### src/rtl/adbg_halt_pkg.sv
// adbg_halt_pkg: shared state encoding and default halt-acknowledge timeout
package adbg_halt_pkg;
  typedef enum logic [2:0] {RUN, HALT_REQ, HALTED, RESUME, STEP} halt_state_e;
  localparam int DEFAULT_HALT_TIMEOUT = 255;
endpackage

### src/rtl/adbg_core_halt_fsm.sv
// adbg_core_halt_fsm: per-core halt/resume/single-step sequencer with registered outputs
module adbg_core_halt_fsm
  import adbg_halt_pkg::*;
#(
  parameter int HALT_TIMEOUT = DEFAULT_HALT_TIMEOUT
) (
  input  logic cpu_clk_i,
  input  logic cpu_rst_i,
  input  logic dbg_stall_i,
  input  logic step_en_i,
  input  logic core_bp_i,
  input  logic core_retire_i,
  input  logic core_halted_i,
  output logic core_halt_req_o,
  output logic bp_o,
  output logic halted_o,
  output logic timeout_o
);
  localparam int CW = $clog2(HALT_TIMEOUT + 1);
  localparam logic [CW-1:0] LIM = CW'(HALT_TIMEOUT);
  halt_state_e state, nxt;
  logic [CW-1:0] cnt, cnt_nxt;
  logic bp_nxt, to_nxt;
  always_comb begin
    nxt = state;
    cnt_nxt = cnt;
    bp_nxt = 1'b0;
    to_nxt = timeout_o;
    case (state)
      RUN: if (core_bp_i || dbg_stall_i) begin
        nxt = HALT_REQ;
        cnt_nxt = '0;
        bp_nxt = core_bp_i;
      end
      HALT_REQ: if (core_halted_i) begin
        nxt = HALTED;
        cnt_nxt = '0;
      end else if (cnt != LIM) begin
        cnt_nxt = cnt + CW'(1);
        to_nxt = timeout_o | (cnt_nxt == LIM);
      end
      HALTED: if (!dbg_stall_i) nxt = step_en_i ? STEP : RESUME;
      RESUME: if (!core_halted_i) nxt = RUN;
      STEP: if (core_retire_i || core_bp_i) begin
        nxt = HALT_REQ;
        cnt_nxt = '0;
        bp_nxt = 1'b1;
      end
      default: nxt = RUN;
    endcase
  end
  // outputs follow the next state so they change on the same edge as the transition
  always_ff @(posedge cpu_clk_i or posedge cpu_rst_i) begin
    if (cpu_rst_i) begin
      state <= RUN;
      cnt <= '0;
      core_halt_req_o <= 1'b0;
      bp_o <= 1'b0;
      halted_o <= 1'b0;
      timeout_o <= 1'b0;
    end else begin
      state <= nxt;
      cnt <= cnt_nxt;
      core_halt_req_o <= (nxt == HALT_REQ) || (nxt == HALTED);
      bp_o <= bp_nxt;
      halted_o <= nxt == HALTED;
      timeout_o <= to_nxt;
    end
  end
endmodule

### src/rtl/adbg_core_halt_ctrl.sv
// adbg_core_halt_ctrl: one independent halt sequencer per core
module adbg_core_halt_ctrl
  import adbg_halt_pkg::*;
#(
  parameter int NB_CORES = 4,
  parameter int HALT_TIMEOUT = DEFAULT_HALT_TIMEOUT
) (
  input  logic                cpu_clk_i,
  input  logic                cpu_rst_i,
  input  logic [NB_CORES-1:0] dbg_stall_i,
  input  logic [NB_CORES-1:0] step_en_i,
  input  logic [NB_CORES-1:0] core_bp_i,
  input  logic [NB_CORES-1:0] core_retire_i,
  input  logic [NB_CORES-1:0] core_halted_i,
  output logic [NB_CORES-1:0] core_halt_req_o,
  output logic [NB_CORES-1:0] bp_o,
  output logic [NB_CORES-1:0] halted_o,
  output logic [NB_CORES-1:0] timeout_o
);
  for (genvar i = 0; i < NB_CORES; i++) begin : g_core
    adbg_core_halt_fsm #(.HALT_TIMEOUT(HALT_TIMEOUT)) u_fsm (
      .cpu_clk_i(cpu_clk_i),
      .cpu_rst_i(cpu_rst_i),
      .dbg_stall_i(dbg_stall_i[i]),
      .step_en_i(step_en_i[i]),
      .core_bp_i(core_bp_i[i]),
      .core_retire_i(core_retire_i[i]),
      .core_halted_i(core_halted_i[i]),
      .core_halt_req_o(core_halt_req_o[i]),
      .bp_o(bp_o[i]),
      .halted_o(halted_o[i]),
      .timeout_o(timeout_o[i])
    );
  end
endmodule

### config.mk
export PLATFORM = sky130hd
export DESIGN_NAME = adbg_core_halt_ctrl
export DESIGN_NICKNAME = d
export VERILOG_FILES = /design/src/rtl/adbg_halt_pkg.sv /design/src/rtl/adbg_core_halt_fsm.sv /design/src/rtl/adbg_core_halt_ctrl.sv
export SDC_FILE = /design/constraint.sdc
export NUM_CORES = 1
export LEC_CHECK = 0
export ABC_AREA = 1
export CAP_MARGIN = 20
export CORE_MARGIN = 2
export CORE_UTILIZATION = 30
export CTS_BUF_LIST = sky130_fd_sc_hd__clkbuf_16
export CTS_CLUSTER_DIAMETER = 40
export DETAILED_ROUTE_END_ITERATION = 8
export GPL_TIMING_DRIVEN = 0
export PLACE_DENSITY = 0.52
export SYNTH_ARGS = -nofsm -noshare
export SYNTH_HDL_FRONTEND = slang
export SYNTH_SLANG_ARGS = --single-unit
### constraint.sdc
create_clock -name cpu_clk_i -period 3.65 [get_ports cpu_clk_i]
set_input_delay 0.5475 -clock cpu_clk_i [delete_from_list [all_inputs] [get_ports cpu_clk_i]]
set_output_delay 0.5475 -clock cpu_clk_i [all_outputs]
set_load 0.02 [all_outputs]
==> impl_metrics.env <==
export IMPL_status="complete, no violations"
export IMPL_drc_errors=0
export IMPL_die_area_um2=13390
export IMPL_viasPerCell=4.307
export IMPL_p_leak_nw=2.325
export IMPL_met2_usage_pct=20.70
export IMPL_crit_path_end_kind="output pin"
export IMPL_whs_path_depth=2
export IMPL_ys_seq_area_share_pct=40.09
export IMPL_maxSlewHeadroom_pct=43.58
export IMPL_reg2regPathDepth=8
export IMPL_io_pins=38
export IMPL_cts_tree="done"
export IMPL_drive_gt1_share_pct=13.44
export IMPL_swShare_pct=37.30
export IMPL_postLayoutCellArea_um2=4598
export IMPL_drt_wirelength_per_cell_um=9.713
export IMPL_syn_to_final_growth_pct=22.79
export IMPL_layout_min_cycle_time_ns=1.900
export IMPL_cts_buffers=9
export IMPL_rsz0062_at_grt="no"
export IMPL_clk_pin_slew_ns=0.05
export IMPL_firstDrtPassIters=4
export IMPL_routed_wl_um=7343
export IMPL_ir_worst_vdd_v=0.0002780
export IMPL_p_int_mw=1.639
export IMPL_cp_start_kind="flop"
export IMPL_post_cts_buffers=0
export IMPL_period_share_pct=52.06
export IMPL_top_usage_layer="met2"
export IMPL_num_fill_cells=1277
export IMPL_met3_usage_pct=4.027
export IMPL_grt_antenna_before_repair=0
export IMPL_core_area_um2=12110
export IMPL_timing_worst_setup_path_type="reg -> out"
export IMPL_cp_max_fo=2
export IMPL_final_cells=756
export IMPL_grtUsageMet1_pct=14.46
export IMPL_hold_slack_ns=0.4598
export IMPL_cts_buffer_depth=2
export IMPL_nNetsFinal=613
export IMPL_cp_arrival_ns=1.35
export IMPL_syn_inst=534
export IMPL_fin_ws_ns=1.750
export IMPL_die_w_um=115.7
export IMPL_clk_latency_ns=0.32
export IMPL_die_height_um=115.7
export IMPL_p_comb_share_pct=37.2
export IMPL_tns_ns=0
export IMPL_max_cap_violations=0
export IMPL_final_cell_mix="nand2_1, inv_1, nor2_1, dfrtp_1, nand3_1"
export IMPL_place_area_um2=4345
export IMPL_ys_types=33
export IMPL_overflow=0
export IMPL_mostFrequentLayoutCell="nand2_1"
export IMPL_ant_nets=0
export IMPL_p_clk_share_pct=27.6
export IMPL_p_sw_uw=975.1
export IMPL_fmax_ghz=0.5263
export IMPL_place_congestion=0.8606
export IMPL_dp_cells=740
export IMPL_clockRootBuffer="clkbuf_16"
export IMPL_hold_buffers=0
export IMPL_fin_skew_ns=0.004781
export IMPL_start_util_pct=30.92
export IMPL_synth_seq_cells=60
export IMPL_slew_violations=0
export IMPL_antennaDiodeCount=0
export IMPL_syn_area_per_cell_um2=7.013
export IMPL_powerDensity_nw_per_um2=568.5
export IMPL_rows=40
export IMPL_drt_first_iter_violations=114
export IMPL_cts_sink_count=60
export IMPL_post_cts_resized=0
export IMPL_grt_pass1_vias=3071
export IMPL_grt_pass1_wl_um=12950
export IMPL_dp_slack_ns=1.722
export IMPL_p_seq_share_pct=35.2
export IMPL_syn_area_um2=3745
export IMPL_hpwl_um=5497
export IMPL_hold_viol=0
export IMPL_vias=3256
export IMPL_worstHoldPathType="reg -> reg"
export IMPL_htree_levels=3
export IMPL_grt_usage_pct=12.21
export IMPL_port_buffer_count=37
export IMPL_grt_max_degree=39
export IMPL_setup_viol=0
export IMPL_cp_required_ns=3.10
export IMPL_yosys_warnings=0
export IMPL_max_slew_worst_pin_slew_ns=0.8451
export IMPL_syn_num_nets=564
[cell usage after synthesis]
cell | instances | share of area [%]
nand2_2 | 11 | 1.8
o21bai_1 | 4 | 0.80
a21oi_4 | 1 | 0.43
clkinv_2 | 1 | 0.13
or2_2 | 1 | 0.17
nor2_1 | 60 | 6.0
o22ai_1 | 1 | 0.17
nor3_1 | 3 | 0.40
xor2_1 | 1 | 0.23
nor2_2 | 4 | 0.67
ha_1 | 8 | 2.7
nand4_1 | 5 | 0.84
a21oi_2 | 1 | 0.23
nand3b_1 | 1 | 0.20
dfrtp_1 | 60 | 40
o32ai_1 | 1 | 0.23
inv_2 | 13 | 1.3
buf_4 | 16 | 3.2
a21oi_1 | 3 | 0.40
inv_1 | 72 | 7.2
o21ai_0 | 9 | 1.2
a31oi_2 | 1 | 0.33
nand2_4 | 1 | 0.30
nand2_1 | 171 | 17
clkinv_1 | 1 | 0.10
o21ai_2 | 5 | 1.2
or2_1 | 1 | 0.17
o21ai_1 | 7 | 0.94
nand3_1 | 59 | 7.9
nor2_4 | 8 | 2.4
nor3_2 | 1 | 0.27
nand3_2 | 2 | 0.53
o21bai_2 | 1 | 0.30
[power groups by stage]
stage          logic (mW)  registers (mW)  clock network [mW]
6_report            0.972           0.920               0.721
5_1_grt              1.10           0.944               0.794
4_1_cts             0.992           0.919               0.752
3_5_place_dp        0.991           0.929                   0
3_3_place_gp        0.978           0.931                   0
2_1_floorplan       0.707           0.907                   0
[worst max-delay path, stage by stage (launching register included)]
cell             delay, ns
dfrtp_1               0.34
buf_4                 0.10
clkdlybuf4s50_1       0.59
[path summary, 6_finish.rpt]
kind                                            from                         to  slack (ns)
max                        g_core[3].u_fsm.timeout_o               timeout_o[3]        1.75
max reg2reg                   g_core[1].u_fsm.cnt[1]     g_core[1].u_fsm.cnt[5]        2.13
min reg2reg                g_core[1].u_fsm.timeout_o  g_core[1].u_fsm.timeout_o        0.46
max in group asynchronous                  cpu_rst_i   g_core[2].u_fsm.state[2]        2.30
min                        g_core[1].u_fsm.timeout_o  g_core[1].u_fsm.timeout_o        0.46
min in group asynchronous                  cpu_rst_i   g_core[0].u_fsm.halted_o        0.73
[sequential cells by signal, indices dropped and copies added (netlist names)]
register	flops
g_core.u_fsm.core_halt_req_o	4
g_core.u_fsm.bp_o	4
g_core.u_fsm.state	12
g_core.u_fsm.timeout_o	4
g_core.u_fsm.cnt	32
g_core.u_fsm.halted_o	4
[cell families (layout without fill, tap and decap cells)]
kind of cell | Yosys count | after routing | share of synthesized area (%)
AOI/OAI and AO/OA | 34 | 34 | 6.214
xor gates and xnor gates | 1 | 1 | 0.2339
adders and majority gates | 8 | 8 | 2.673
buffers and inverters | 103 | 157 | 11.96
DFF | 60 | 60 | 40.09
and+or+nand+nor | 328 | 328 | 38.82
[final cells by class]
cell class / instances / area, um^2 / area share, %
sequential: 60 / 1501 / 32.65
multi-input combinational: 371 / 1795 / 39.05
clock buffer: 9 / 225.2 / 4.898
clock inverter: 7 / 27.53 / 0.5986
buffer: 16 / 120.1 / 2.612
inverter: 87 / 327.8 / 7.129
tap: 168 / 210.2 / 4.571
timing repair buffer: 38 / 390.4 / 8.490
[per-layer routing]
layer | routed length [um] | share of wire (%) | vias to the layer above
li1 | - | - | 1747
met2 | 3557 | 48 | 42
met3 | 230 | 3.1 | 8
met1 | 3460 | 47 | 1459
met4 | 95 | 1.3 | 0
met5 | 0 | 0 | -
[per-stage QoR]
step           power [mW]  utilization (%)
6_report            2.614            37.96
5_1_grt             2.839            37.96
4_1_cts             2.663            37.96
3_5_place_dp        1.920            35.88
3_3_place_gp        1.909            35.71
2_1_floorplan       1.614                -
Power figures use the tool's default switching activity.
==> patch 1 (same flow settings) <==
Put a register stage on the output `timeout_o`. The value now appears one clock later. The other outputs are not delayed to match.
--- a/src/rtl/adbg_core_halt_ctrl.sv
+++ b/src/rtl/adbg_core_halt_ctrl.sv
@@ -18,4 +18,6 @@
   output logic [NB_CORES-1:0] timeout_o
 );
+
+  logic [NB_CORES-1:0] timeout_d;
   for (genvar i = 0; i < NB_CORES; i++) begin : g_core
     adbg_core_halt_fsm #(.HALT_TIMEOUT(HALT_TIMEOUT)) u_fsm (
@@ -30,7 +32,11 @@
       .bp_o(bp_o[i]),
       .halted_o(halted_o[i]),
-      .timeout_o(timeout_o[i])
+      .timeout_o(timeout_d[i])
     );
   end
+  always_ff @(posedge cpu_clk_i) begin
+      timeout_o <= timeout_d;
+  end
+
 endmodule
 
Check against the original RTL: no difference found for any inputs over 10 cycles, from zero or initial values and one cycle with cpu_rst_i high; that may be too few to reach the edited logic, so the function may still have changed.
==> patch 1 against the original RTL <==
- setup slack improved by 7.1 ps
- area after synthesis decreased by 1.0%
- routed wire length increased by 2.1%
- total power increased by 5.5%
- global-route usage increased by 0.50 points
- count of clock-buffer cells in the layout unchanged
- cell area increased by 0.33%
- sequential cell count increased by 4
- critical path type unchanged
- largest cell class unchanged
==> patch 1: results (changes against the original RTL) <==
** Clock network
- The number of gates resized after CTS was 0 (unchanged).
- Insertion delay of the later-clocked pin in the worst-skew pair :: 330 ps
- Clk root buf :: clkbuf_16
- Cts bufs inserted :: 9 (unchanged)
- Clock Path Buffers :: 2 (unchanged)
- The number of buffers inserted to repair setup after CTS was 0 (unchanged).
- The clock slew at the register clock pins of the worst setup and hold paths was 50 ps (about the same).
- The CTS H-tree depth is 3 (unchanged).

** Yosys
- The share of synthesized area occupied by flip-flops and latches came to 42.66% (+2.6 points).
- Top flip-flop cell by instance count after synthesis :: dfrtp_1
- Ranked by instance count, the synthesized netlist is headed by nand2_1 (187), inv_1 (74), dfrtp_1 (60).
- Net count after synthesis :: 561 (-0.53%)
- Async set-or-reset flop fraction in the synthesized netlist :: 93.75% (-6.3 points)
- Yosys warnings :: 0 (unchanged)
- Distinct cell type count after synthesis :: 30 (-9.1%)
- By area the synthesized netlist is led by dfrtp_1 (40%), nand2_1 (19%), inv_1 (7.5%).

** Finish
- The largest registers in the layout are g_core.u_fsm.cnt: 32 flops, g_core.u_fsm.state: 12 flops.
- The final net count was 610 (-0.49%).
- The number of antenna repair diodes was 0 (unchanged).
- The share of cells above drive strength 1 came to 9.744% (-3.7 points).
- Layout overhead on the synthesized area :: 24.43%
- Final-layout fill cell count :: 1282 (+0.39%)

** Power
- Peak supply drop :: 0.2974 mV (+7.0%)
- The reported leakage power was 2.302 nW (-0.99%).

** STA
- The measured slew at the worst slew-check pin came to 596.4 ps (-248.6 ps).
- The worst clock skew is 5.138 ps (+0.3568 ps).

** Global route
- The number of global-route vias before repair is 3213 (+4.6%).
- The total global-route track usage was 12.71% (+0.50 points).
- The wire length of the first global-routing pass was 13660 um (+5.5%).
- The number of antenna violations at the first check in global routing is 0 (unchanged).
- Largest net degree at the start of global routing :: 36 (-7.7%)

** Placement
- Gpl congestion :: 0.8238 (-4.3%)
- Area post-placement :: 4308 um^2 (-0.86%)
- Detailed placer's ending HPWL :: 5497 um (about the same)
- Count of input and output buffers :: 37 (unchanged)

** Critical path
- The largest driver fanout on the critical path was 1 (-1).
- The worst path arrival time came to 1350 ps (about the same).
- On the critical path, the stage with the largest delay is an instance of clkdlybuf4s50_1.
- Maximum cell stage delay along the critical path :: 590 ps (about the same)

** Route
- The DRC marker count from the first detailed-route iteration is 210 (+84%).
- The total via count after detailed routing is 3335 (+2.4%).
- The total detailed-routing wirelength came to 7495 um (+2.1%).
- The detailed-router iteration count before antenna repair came to 4 (unchanged).

** Worst hold path
- The min-delay analysis places its worst path in the category flop to flop.

** Run status
- Outcome :: finished clean
==> patch 1: cell types whose count changed in the layout (fill, tap and decap cells not counted), moves of 3 or more <==
cell / unedited run / this run
nor2_1: 60 / 55
nand2_2: 11 / 4
buf_4: 16 / 12
nand3_1: 59 / 48
nand4_1: 5 / 15
inv_2: 14 / 9
o21ai_0: 9 / 15
nand2_1: 171 / 187
dfxtp_1: 0 / 4
o21ai_2: 5 / 1
nor2_4: 8 / 1
nor2_2: 4 / 9
clkinv_1: 4 / 1
==> patch 1: report_power, final <==
part,switching [mW],leakage (nW),internal [mW]
clock,0.305,0.161,0.586
sequential,0.101,0.819,0.845
combinational,0.553,1.32,0.368
total,0.959,2.30,1.80
==> patch 1: kinds of logic (layout without fill, tap and decap cells) <==
group,Yosys count,count (layout),synth area share [%]
adders and majority gates,8,8,2.700
buffers and inverters,94,148,10.73
xor gates and xnor gates,1,1,0.2363
and+or+nand+nor,331,331,38.31
AOI/OAI and AO/OA,33,33,5.366
DFF,64,64,42.66
==> patch 1: critical path: cells and delay by family, from the launching register on <==
family   cells  cell delay [ps]
buf+inv      2              690
flops        1              330
==> patch 1: per-layer routing <==
metal,track usage (%),vias up,part of all wire [%]
li1,-,1751,-
met1,15.70,1520,48
met2,20.86,51,46
met3,3.110,13,3.4
met4,6.104,0,2.1
met5,0,-,0
==> patch 1: worst paths after layout <==
kind / from / to / slack, ps / cells past startpoint
worst min-delay path: g_core[3].u_fsm.timeout_o / timeout_o[3] / 370 / 0
min in group asynchronous: cpu_rst_i / g_core[0].u_fsm.halted_o / 620 / 2
max in group asynchronous: cpu_rst_i / g_core[3].u_fsm.halted_o / 2440 / 3
worst max register to register: g_core[2].u_fsm.cnt[1] / g_core[2].u_fsm.cnt[1] / 1960 / 8
worst max-delay path: g_core[3].u_fsm.halted_o / halted_o[3] / 1760 / 2
worst min register to register: g_core[3].u_fsm.timeout_o / timeout_o[3] / 370 / 0
==> patch 1: area by class of cell <==
class | count | area share [%]
Buffer | 12 | 1.953
Clock buffer | 9 | 4.882
Clock inverter | 7 | 1.736
Inverter | 82 | 6.672
Multi-Input combinational cell | 373 | 37.46
Sequential cell | 64 | 34.28
Tap cell | 168 | 4.557
Timing Repair Buffer | 38 | 8.462
==> patch 1: through the flow <==
step / instances / worst slack [ps] / power [mW]
after floorplan: 531 / 1618 / 1.602
after global placement: 736 / 358.0 / 1.879
after detailed placement: 737 / 1562 / 1.890
after CTS: 753 / 1724 / 2.812
after global routing: 753 / 1692 / 2.987
final: 753 / 1757 / 2.759
==> patch 2 (config.mk and constraints unchanged) <==
Without the edit above. Change the parameter `NB_CORES` from 4 to 5.
--- a/src/rtl/adbg_core_halt_ctrl.sv
+++ b/src/rtl/adbg_core_halt_ctrl.sv
@@ -3,5 +3,5 @@
   import adbg_halt_pkg::*;
 #(
-  parameter int NB_CORES = 4,
+  parameter int NB_CORES = 5,
   parameter int HALT_TIMEOUT = DEFAULT_HALT_TIMEOUT
 ) (
Interface: changed (9 resized); port bits go from 38 to 47. The function was not compared with the original's and may differ.
==> patch 2 against the original RTL <==
- total power rose by 29%
- non-clock buffer count is 13 higher
- clock power is 35% higher
- combinational power increased by 29%
- setup slack got worse by 51 ps
- sequential cell count is 15 higher
- cell area rose by 26%
- area after synthesis rose by 26%
- core utilization about the same
- clock skew is 2.4 ps lower
- routed wire length is 29% higher
- largest power group unchanged
==> patch 2: results (changes against the original RTL) <==
** STA
- The worst clock skew came to 2.331 ps (-2.450 ps).
- The worst-case hold slack was 462.2 ps (+2.482 ps).
- The headroom to the max-slew limit was 66.42% (+23 points).
- The final worst slack is 1699 ps (-51.27 ps).

** Finish
- Clock network area share :: 5.600% (+0.10 points)
- The sequential cell area in the final layout was 1877 um^2 (+25%).
- Number of ordinary and repair buffers in the finished layout :: 67 (+24%)
- The final cell utilization of the core was 37.93% (about the same).
- Number of multi-input logic gates :: 452 (+22%)
- Total number of nets in the final design :: 747 (+22%)
- Final-layout fill cell count :: 1590 (+25%)
- Layout cells sized above 1 :: 14.69% (+1.2 points)
- Buffering overhead :: 10.98% (-0.12 points)
- The largest registers in the layout are g_core.u_fsm.cnt: 40 flops, g_core.u_fsm.state: 15 flops.
- The number of non-clock inverters in the layout is 105 (+21%).
- The area taken by multi-input logic gates came to 2308 um^2 (+29%).

** Clock network
- The insertion delay to the later sink of the worst-skew pair was 340 ps (+20 ps).
- Post-CTS setup repair buffer count :: 0 (unchanged)

** Critical path
- The critical path ends at timeout_o[1].
- Critical path launch point :: g_core[1].u_fsm.timeout_o
- The worst register-to-register path ends at g_core[1].u_fsm.cnt[6].
- The minimum setup slack among reg-to-reg paths was 2080 ps (-50 ps).
- Number of cell instances on the worst register-to-register path :: 6 (-2)
- Start of the worst register-to-register path :: g_core[1].u_fsm.cnt[0]
- Data arrival time of the worst path :: 1400 ps (+50 ps)

** Yosys
- Ranking of synthesized cells by area :: dfrtp_1 (40%), nand2_1 (16%), inv_1 (7.3%)
- Register bit total from synthesis :: 75 (+25%)
- Post-synth top cells :: nand2_1 (199), inv_1 (92), dfrtp_1 (75)
- The number of warnings reported in the yosys synthesis log is 0 (unchanged).
- The synthesized area is 4730 um^2 (+26%).
- Distinct cell type count after synthesis :: 34 (+3.0%)
- Net count after synthesis :: 689 (+22%)
- Sequential cell area fraction in the yosys report :: 39.68% (-0.41 points)
- Avg Cell Area, Syn :: 7.254 um^2 (+3.4%)

** Global route
- Largest net degree at the start of global routing :: 59 (+51%)
- Global-route wire length before repair :: 17350 um (+34%)
- The number of global-route vias before repair was 4115 (+34%).
- GR Util All Layers :: 12.60% (+0.38 points)

** Placement
- The routability-driven placement congestion ratio came to 0.8573 (-0.38%).
- Count of input and output buffers :: 46 (+24%)
- The worst setup timing slack at the placement stage is 1714 ps (-8.540 ps).
- The area after detailed placement is 5484 um^2 (+26%).
- Placed cells :: 910 (+23%)
- The estimated wirelength of the detail-placed design was 7277 um (+32%).

** Worst hold path
- The number of cells traversed by the worst hold path was 2 (unchanged).
- Hold path endpoint :: g_core[4].u_fsm.timeout_o
- In this run the most critical hold path is launched from g_core[4].u_fsm.timeout_o.

** Run status
- Outcome :: finished clean

** Route
- The DRC marker count from the first detailed-route iteration came to 211 (+85%).
- Routed wire length :: 9475 um (+29%)
- Wire length per cell after detailed routing :: 10.23 um (+5.3%)
- Average via count per standard cell :: 4.425 (+2.8%)

** Power
- The maximum VDD drop was 0.2353 mV (-15%).
- The reported leakage power was 2.851 nW (+23%).
patch 2: cells by family (layout without fill, tap and decap cells):
| logic type | after synthesis | in the layout | synth area share [%] |
|---|---|---|---|
| DFF | 75 | 75 | 39.68 |
| xor gates and xnor gates | 1 | 1 | 0.1852 |
| and+or+nand+nor | 389 | 389 | 38.31 |
| adders and majority gates | 10 | 10 | 2.646 |
| buffers and inverters | 125 | 188 | 11.51 |
| AOI/OAI and AO/OA | 52 | 52 | 7.672 |
patch 2: report_power, final:
part	internal [mW]	leakage (nW)	switching (mW)
registers	1.00	0.981	0.146
logic	0.513	1.71	0.740
clock network	0.604	0.160	0.368
patch 2: critical path: stages, from the launching register on:
cell             delay [ps]
dfrtp_1                 360
buf_4                   110
clkdlybuf4s50_1         590
patch 2: routing by layer:
| metal | part of all wire [%] | track usage [%] |
|---|---|---|
| met1 | 48 | 15.28 |
| met2 | 47 | 21.74 |
| met3 | 2.9 | 2.188 |
| met4 | 2.1 | 5.882 |
| met5 | 0 | 0 |
